===== src/rtl/pio_out_pkg.sv =====
// Shared constants for the multi-channel output PIO: register offsets,
// overrun counter width and STATUS bit positions.
package pio_out_pkg;

    typedef enum logic [1:0] {
        OFF_DATA   = 2'd0,
        OFF_SET    = 2'd1,
        OFF_CLR    = 2'd2,
        OFF_STATUS = 2'd3
    } reg_off_e;

    localparam int OVR_W = 8;
    localparam int STAT_VALID_BIT = 0;
    localparam int STAT_OVR_LSB = 8;
    localparam logic [OVR_W-1:0] OVR_MAX = '1;

endpackage


===== src/rtl/pio_out_bank_if.sv =====
// Avalon-MM slave bus bundle for pio_out_bank; AW must equal $clog2(CHANNELS)+2.
interface pio_out_bank_if #(
    parameter int AW = 3
);
    logic [AW-1:0] address;
    logic          chipselect;
    logic          write_n;
    logic [31:0]   writedata;
    logic [31:0]   readdata;

    modport master (output address, chipselect, write_n, writedata, input readdata);
    modport slave  (input address, chipselect, write_n, writedata, output readdata);
endinterface


===== src/rtl/pio_out_channel.sv =====
// One output channel: data register, valid flag, and (with PIO_OUT_OVERRUN_CNT_EN)
// an 8-bit saturating overrun counter.
module pio_out_channel
    import pio_out_pkg::*;
#(
    parameter int WIDTH = 15
) (
    input  logic             clk,
    input  logic             reset,
    input  logic             wr_en,
    input  reg_off_e         offset,
    input  logic [31:0]      wdata,
    input  logic             ready,
    output logic [WIDTH-1:0] data,
    output logic             valid,
    output logic [OVR_W-1:0] ovr_cnt
);

    logic [WIDTH-1:0] data_q, data_d, wd;
    logic             valid_q, valid_d;
    logic             upd, xfer;

    assign wd = wdata[WIDTH-1:0];

    always_comb begin
        upd     = wr_en && (offset != OFF_STATUS);
        xfer    = valid_q && ready;
        data_d  = data_q;
        valid_d = valid_q;
        if (upd) begin
            case (offset)
                OFF_DATA: data_d = wd;
                OFF_SET:  data_d = data_q | wd;
                OFF_CLR:  data_d = data_q & ~wd;
                default:  data_d = data_q;
            endcase
        end
        // An update in the transfer cycle re-arms valid for the new value.
        if (xfer) valid_d = 1'b0;
        if (upd)  valid_d = 1'b1;
    end

    always_ff @(posedge clk) begin
        if (reset) begin
            data_q  <= '0;
            valid_q <= 1'b0;
        end else begin
            data_q  <= data_d;
            valid_q <= valid_d;
        end
    end

    assign data  = data_q;
    assign valid = valid_q;

`ifdef PIO_OUT_OVERRUN_CNT_EN
    logic [OVR_W-1:0] ovr_q, ovr_d;
    logic             overrun;

    always_comb begin
        overrun = upd && valid_q && !ready;
        ovr_d   = ovr_q;
        if (overrun && (ovr_q != OVR_MAX)) ovr_d = ovr_q + 1'b1;
        if (wr_en && (offset == OFF_STATUS) && wdata[0]) ovr_d = '0;
    end

    always_ff @(posedge clk) begin
        if (reset) ovr_q <= '0;
        else       ovr_q <= ovr_d;
    end

    assign ovr_cnt = ovr_q;
`else
    logic unused_wdata;
    assign unused_wdata = ^wdata;
    assign ovr_cnt = '0;
`endif

endmodule


===== src/rtl/pio_out_bank.sv =====
// Multi-channel Avalon-MM output PIO with DATA/SET/CLEAR/STATUS per channel.
// Optional overrun counters are enabled by defining PIO_OUT_OVERRUN_CNT_EN.
module pio_out_bank
    import pio_out_pkg::*;
#(
    parameter  int WIDTH    = 15,
    parameter  int CHANNELS = 2,
    localparam int AW       = $clog2(CHANNELS) + 2
) (
    input  logic                      clk,
    input  logic                      reset,
    pio_out_bank_if.slave             bus,
    output logic [CHANNELS*WIDTH-1:0] out_port,
    output logic [CHANNELS-1:0]       out_valid,
    input  logic [CHANNELS-1:0]       out_ready
);

    logic [AW-1:0]    addr;
    logic [31:0]      ch_sel;
    reg_off_e         offset;
    logic             wr;
    logic [WIDTH-1:0] data_arr [CHANNELS];
    logic [OVR_W-1:0] ovr_arr  [CHANNELS];

    assign addr   = bus.address;
    assign ch_sel = 32'(addr >> 2);
    assign offset = reg_off_e'(addr[1:0]);
    assign wr     = bus.chipselect && !bus.write_n;

    for (genvar c = 0; c < CHANNELS; c++) begin : g_ch
        pio_out_channel #(.WIDTH(WIDTH)) u_ch (
            .clk     (clk),
            .reset   (reset),
            .wr_en   (wr && (ch_sel == 32'(c))),
            .offset  (offset),
            .wdata   (bus.writedata),
            .ready   (out_ready[c]),
            .data    (data_arr[c]),
            .valid   (out_valid[c]),
            .ovr_cnt (ovr_arr[c])
        );
        assign out_port[c*WIDTH +: WIDTH] = data_arr[c];
    end

    // Out-of-range channel indices fall through to zero.
    always_comb begin
        bus.readdata = '0;
        for (int c = 0; c < CHANNELS; c++) begin
            if (ch_sel == 32'(c)) begin
                if (offset == OFF_STATUS) begin
                    bus.readdata[STAT_VALID_BIT]          = out_valid[c];
                    bus.readdata[STAT_OVR_LSB +: OVR_W]   = ovr_arr[c];
                end else begin
                    bus.readdata[WIDTH-1:0] = data_arr[c];
                end
            end
        end
    end

endmodule


===== src/flat_wrapper.sv =====
// flat-port wrapper written by rule: the top's interface ports become plain ports
module pio_out_bank_flat import pio_out_pkg::*;
#(
    parameter  int WIDTH    = 15,
    parameter  int CHANNELS = 2,
    localparam int AW       = $clog2(CHANNELS) + 2
)
  (clk, reset, out_port, out_valid, out_ready, bus_address, bus_chipselect, bus_write_n, bus_writedata, bus_readdata);
  pio_out_bank_if #(.AW((3))) bus_i ();
  input  logic clk;
  input  logic reset;
  output logic [CHANNELS*WIDTH-1:0] out_port;
  output logic [CHANNELS-1:0] out_valid;
  input  logic [CHANNELS-1:0] out_ready;
  input wire logic [$bits(bus_i.address)-1:0] bus_address;
  input wire logic [$bits(bus_i.chipselect)-1:0] bus_chipselect;
  input wire logic [$bits(bus_i.write_n)-1:0] bus_write_n;
  input wire logic [$bits(bus_i.writedata)-1:0] bus_writedata;
  output wire logic [$bits(bus_i.readdata)-1:0] bus_readdata;
  assign bus_i.address = bus_address;
  assign bus_i.chipselect = bus_chipselect;
  assign bus_i.write_n = bus_write_n;
  assign bus_i.writedata = bus_writedata;
  assign bus_readdata = bus_i.readdata;
  pio_out_bank #(.WIDTH(WIDTH), .CHANNELS(CHANNELS)) u_core (.clk(clk), .reset(reset), .bus(bus_i), .out_port(out_port), .out_valid(out_valid), .out_ready(out_ready));
endmodule

===== config.mk =====
export PLATFORM = sky130hd
export DESIGN_NAME = pio_out_bank_flat
export DESIGN_NICKNAME = d
export VERILOG_FILES = /design/src/rtl/pio_out_pkg.sv /design/src/rtl/pio_out_bank_if.sv /design/src/rtl/pio_out_channel.sv /design/src/rtl/pio_out_bank.sv /design/src/flat_wrapper.sv
export SDC_FILE = /design/constraint.sdc
export NUM_CORES = 1
export LEC_CHECK = 0
export BUFFER_PORTS_ARGS = -buffer_cell sky130_fd_sc_hd__buf_2
export CAP_MARGIN = 0
export CORE_ASPECT_RATIO = 1.5
export CORE_MARGIN = 1
export CORE_UTILIZATION = 38
export CTS_BUF_LIST = sky130_fd_sc_hd__clkbuf_8
export CTS_CLUSTER_SIZE = 20
export DETAILED_ROUTE_END_ITERATION = 10
export GPL_TIMING_DRIVEN = 0
export PLACE_DENSITY = 0.65
export SLEW_MARGIN = 20
export SYNTH_ARGS = -nofsm -noshare
export SYNTH_HDL_FRONTEND = slang
export SYNTH_HIERARCHICAL = 1
export SYNTH_SLANG_ARGS = --single-unit

===== constraint.sdc =====
create_clock -name clk -period 1.8 [get_ports clk]
set_clock_uncertainty 0.2 [all_clocks]
set_input_delay 0.09 -clock clk [delete_from_list [all_inputs] [get_ports clk]]
set_output_delay 0.09 -clock clk [all_outputs]
set_load 0.05 [all_outputs]

==> impl_metrics.tcl, run 1 <==
set metrics [dict create \
    postRouteAntennaNets 0 \
    combPwrFrac_pct 34.0 \
    endpoint_kind "output port" \
    path_cells "buf_2 -> and2_4 -> buf_6 -> buf_8 -> mux4_2 -> buf_4" \
    arrival_ns 1.45 \
    hold_class "in2reg" \
    clockBufferDepth 2 \
    antenna_found_initial 0 \
    clk_latency_ns 0.28 \
    cts_sinks 32 \
    drt_drc_violations_left 0 \
    max_clock_freq_ghz 0.575 \
    rsz0062_at_grt "no" \
    synth-seq-cells 32 \
    setup_viol 0 \
    tightestPinTransition_ns 0.920 \
    start_kind "input pin" \
    portBuffers 68 \
    die_height_um 103 \
    reg2reg_depth 2 \
    fin_ws_ns 0.0615 \
    p_leak_nw 1.66 \
    die_x_um 69.4 \
    hpwlAfterDp_mm 4.89 \
    hold_viol_final 0 \
    root_buffer "clkbuf_8" \
    yosysSeqAreaShare_pct 24.7 \
    p_sw_share_pct 34.0 \
    holdCritStartpoint "bus_writedata[5]" \
    clkTransAtPathRegs_ns 0.07 \
    nNetsFinal 418 \
    vias 2207 \
    drv_slew 0 \
    rows 36 \
    outcome "complete, no violations" \
    place.gp.congestion 0.749 \
    first_global_vias 2046 \
    finish.utilization_pct 51.4 \
    drt-total-wl_mm 6.66 \
    design_area_mm2 0.00336 \
    finalPower_mw 2.29 \
    yosysUniqueCellTypes 26 \
    crit_type "in2out" \
    r2r-start "u_core/g_ch[0].u_ch/data[1]" \
    fin_crit_sh_pct 96.6 \
    seqPwrFrac_pct 32.6 \
    grt_max_degree 11 \
    maxCapViolCount 0 \
    dp_slack_ns -0.124 \
    core_mm2 0.00653 \
    wl_per_cell_um 14.9 \
    p_per_area_mw_per_mm2 683 \
    synth_cells 258 \
    initial_core_util_pct 39.7 \
    ios 105 \
    pwr-share-clk_pct 33.4 \
    finalSetupTns_ns 0 \
    place_area_mm2 0.00314 \
    worstReg2RegEnd "u_core/g_ch[0].u_ch/data[1]" \
    netlist_area_mm2 0.00259 \
    stdcell_count 448 \
    dp.cells 431 \
    cts_tree "done" \
    htree_levels 2 \
    hold_ws_ns 0.00467 \
    regToRegSetupSlack_ns 0.82 \
    postSynthAreaPerCell_um2 10.0 \
    slew_headroom_pct 38.5 \
    path_max_fanout 10 \
    drive_above_1_share_pct 47.0 \
    grt_pass1_wl_mm 10.3 \
    cts_setup_buffers 0 \
    vias_per_cell 4.93 \
    n_antenna_cell 0 \
    p_int_mw 1.51 \
    cp_slowest_cell "mux4_2" \
    ys_warn_count 6 \
    grt_overflow 0 \
    layout_common_cells "buf_2 (73), buf_4 (41), conb_1 (32), a21oi_1 (32), dfxtp_1 (32)" \
    numCtsBuffers 5 \
    dieArea_mm2 0.00716 \
    layout_commonest_cell "buf_2" \
    drt_iter0_drc 69 \
    first_pass_iters 4 \
    syn2layout_area_growth_pct 29.4 \
    globalRouteTotalUtil_pct 18.6 \
    fin_crit_ns 1.74 \
    whs_endpoint "u_core/g_ch[1].u_ch/data[5]" \
    cp.required_ns 1.51 \
    switchingPower_mw 0.779 \
    hold_depth 3 \
    crit_path_max_incr_delay_ns 0.52 \
    peakVddDrop_mv 0.312 \
]
## how the worst max path moves through the flow
stage	slack (ns)	to	startpoint
after detailed placement	-0.12	u_core/g_ch[1].u_ch/data[10]	bus_address[2]
after global routing	0.009	bus_readdata[13]	bus_address[0]
after floorplan	0.07	bus_readdata[1]	u_core/g_ch[1].u_ch/data[1]
after CTS	0.03	bus_readdata[13]	bus_address[0]
final	0.06	bus_readdata[13]	bus_address[0]
after global placement	-0.10	u_core/g_ch[1].u_ch/data[13]	bus_address[2]
## power groups by stage
stage,Combinational (mW),Sequential (mW),Clock [mW]
floorplan,0.534,0.833,0
global placement,0.752,0.763,0
detailed placement,0.761,0.763,0
CTS,0.777,0.747,0.785
global route,0.828,0.749,0.807
finish,0.780,0.747,0.766
## layer usage
layer	routed length, um	vias up	global-route usage, %	part of all wire [%]
met5	0	-	0	0
met4	100	0	6.59	1.5
met2	3500	63	33.5	53
met1	2750	1032	21.9	41
met3	310	7	3.52	4.7
li1	-	1105	-	-
## critical path: cells and delay by family
family	cells	cell delay (ns)
simple gates	1	0.16
mux	1	0.52
buf+inv	4	0.68
## cells by family (layout without fill, tap and decap cells)
| group | after synthesis | count (layout) | synth area share [%] |
|---|---|---|---|
| flip-flops | 32 | 32 | 24.7 |
| multiplexers | 16 | 16 | 10.9 |
| buffers and inverters | 62 | 147 | 17.6 |
| AO/OA/AOI/OAI | 92 | 92 | 31.2 |
| adder cells (fa/ha/maj) | 6 | 6 | 2.90 |
| other | 3 | 32 | 0.434 |
| AND/OR/NAND/NOR | 47 | 47 | 12.3 |
## Yosys cell counts (all sizes together)
master	n	area, um2
nor3b	1	7.51
conb	3	11.3
clkbuf	2	7.51
buf	52	419
o22ai	30	313
mux2i	8	80.1
mux4	8	203
nor2	9	33.8
and3b	1	8.76
ha	6	75.1
nor2b	13	96.4
inv	8	30.0
a21oi	32	160
and2b	20	150
and2	1	8.76
or2	2	12.5
a211oi	30	335
dfxtp	32	641
## final cells by class
class | count | area, um2
Multi-Input combinational cell | 193 | 1600
Inverter | 8 | 30.0
Clock inverter | 1 | 30.0
Timing Repair Buffer | 77 | 433
Fill cell | 622 | 3180
Sequential cell | 32 | 641
Buffer | 54 | 427
Tap cell | 76 | 95.1
Clock buffer | 7 | 96.3
## state kept, by name, summed over array words and instances (netlist names)
signal	count
u_core/g_ch.u_ch/data	30
u_core/g_ch.u_ch/valid	2
## what timing repair did
item | in CTS | in global routing
hold buffers | 9 | 0
setup endpoints to repair | 0 | 1
hold endpoints to repair | 15 | 0
gates resized for setup | 0 | 2
Note: power is estimated with default switching activity, not from simulation.
==> run 2, diff against run 1 <==
--- a/config.mk
+++ b/config.mk
@@ -15,6 +15,7 @@
 export DETAILED_ROUTE_END_ITERATION = 10
 export GPL_TIMING_DRIVEN = 0
 export PLACE_DENSITY = 0.65
+export RECOVER_POWER = 100
 export SLEW_MARGIN = 20
 export SYNTH_ARGS = -nofsm -noshare
 export SYNTH_HDL_FRONTEND = slang
==> run 2 against run 1 <==
Against the previous run:
- the flow now finishes with violations (hold timing)
- first-iteration DRC count grew 4.3%
- combinational power shrank 1%
- clock power is essentially flat
- final cell count is the same
- total power shrank 0.33%
- sequential share of layout area grew 0.35 points
- critical path depth is the same
- count of clock-buffer cells in the layout is the same
- utilization shrank 0.92 points
- maximum frequency grew 0.22%
- critical path type unchanged
==> impl_metrics.tcl, run 2 (synthesis results as in run 1) <==
set metrics [dict create \
    fillers 639 \
    first_global_vias 2046 \
    portBuffers 68 \
    cts_tree "done" \
    largest_register_ffs 30 \
    path_max_fanout 10 \
    clockBufferDepth 2 \
    place.gp.congestion 0.749 \
    first_pass_iters 4 \
    hpwlAfterDp_mm 4.89 \
    clk_latency_ns 0.28 \
    cts_setup_buffers 0 \
    fin_crit_sh_pct 96.4 \
    cp.required_ns 1.51 \
    postRouteAntennaNets 0 \
    n_antenna_cell 0 \
    slew_headroom_pct 38.5 \
    vias 2233 \
    antenna_found_initial 0 \
    globalRouteTotalUtil_pct 18.6 \
    design_area_mm2 0.00330 \
    rsz0062_at_grt "no" \
    grt_max_degree 11 \
    numCtsBuffers 5 \
    hold_viol_final 1 \
    arrival_ns 1.44 \
    hold_ws_ns -0.0259 \
    drt_iter0_drc 72 \
    syn2layout_area_growth_pct 27.1 \
    vias_per_cell 4.98 \
    cts_sinks 32 \
    rows 36 \
    die_x_um 69.4 \
    tightestPinTransition_ns 0.920 \
    htree_levels 2 \
    layout_commonest_cell "buf_4" \
    maxCapViolCount 0 \
    finalPower_mw 2.29 \
    clkTransAtPathRegs_ns 0.07 \
    max_clock_freq_ghz 0.576 \
    core_mm2 0.00653 \
    outcome "finished, violations left" \
    die_height_um 103 \
    p_leak_nw 1.51 \
    violations "hold timing" \
    setup_viol 0 \
    wl_per_cell_um 15.0 \
    crit_type "in2out" \
    hold_class "in2reg" \
    drive_above_1_share_pct 37.4 \
    root_buffer "clkbuf_8" \
    drv_slew 0 \
    grt_pass1_wl_mm 10.3 \
    nNetsFinal 418 \
    endpoint_kind "output port" \
    ios 105 \
    grt_overflow 0 \
    drt_drc_violations_left 0 \
    p_per_area_mw_per_mm2 693 \
    layout_common_cells "buf_4 (41), clkbuf_1 (34), conb_1 (32), a21oi_1 (32), dfxtp_1 (32)" \
    start_kind "input pin" \
    place_area_mm2 0.00314 \
    initial_core_util_pct 39.7 \
    dieArea_mm2 0.00716 \
    fin_crit_ns 1.73 \
    finish.utilization_pct 50.5 \
    peakVddDrop_mv 0.313 \
    drt-total-wl_mm 6.71 \
]
run 2: changes by cell type in the layout (fill, tap and decap cells not counted), sizes merged:
cell,previous run,this run
clkbuf,9,58
buf,120,71
run 2: final timing paths:
path                                             startpoint                          end  slack, ns  cells past startpoint
worst min register to register    u_core/g_ch[1].u_ch/valid    u_core/g_ch[1].u_ch/valid       0.32                      2
worst min-delay path                       bus_writedata[7]  u_core/g_ch[0].u_ch/data[7]      -0.03                      3
worst max-delay path                         bus_address[0]             bus_readdata[13]       0.07                      6
worst max register to register  u_core/g_ch[0].u_ch/data[1]  u_core/g_ch[0].u_ch/data[1]       0.82                      2
run 2: per-layer routing:
metal	share of wire [%]	track usage, %	vias to the layer above
met4	1.5	6.59	0
met3	4.7	3.52	7
met1	42	21.9	1053
met5	0	0	-
li1	-	-	1105
met2	52	33.5	68
run 2: final cells by class:
class                      count  area, um2  area share, %
buffer                        54        427           12.9
clock buffer                   7       96.3           2.92
clock inverter                 1       30.0          0.911
inverter                       8       30.0          0.911
multi-input combinational    193       1580           48.1
sequential                    32        641           19.4
tap                           76       95.1           2.89
timing repair buffer          77        393           11.9
run 2: power by group:
group          total (mW)  leakage [nW]  switching (mW)  internal, mW
Combinational       0.770          1.19           0.482         0.288
Clock               0.768        0.0645           0.279         0.489
Sequential          0.748         0.260          0.0181         0.729
run 2: per-stage QoR:
step / instances / setup slack [ns] / TNS [ns]
after CTS: 448 / 0.0284 / 0
final: 448 / 0.0652 / 0
after global routing: 448 / 0.00888 / 0
after floorplan: 287 / 0.0748 / 0
after global placement: 431 / -0.101 / -0.708
after detailed placement: 431 / -0.124 / -1.30
run 2: worst max-delay path, cell delays in order:
cell and delay (ns):
buf_2 0.16, and2_4 0.16, buf_6 0.15, buf_8 0.16, mux4_2 0.52, buf_4 0.21
run 2: what timing repair did:
action,CTS,global route
setup endpoints to repair,0,1
gates resized for setup,0,2
hold endpoints to repair,15,0
hold buffers,9,0
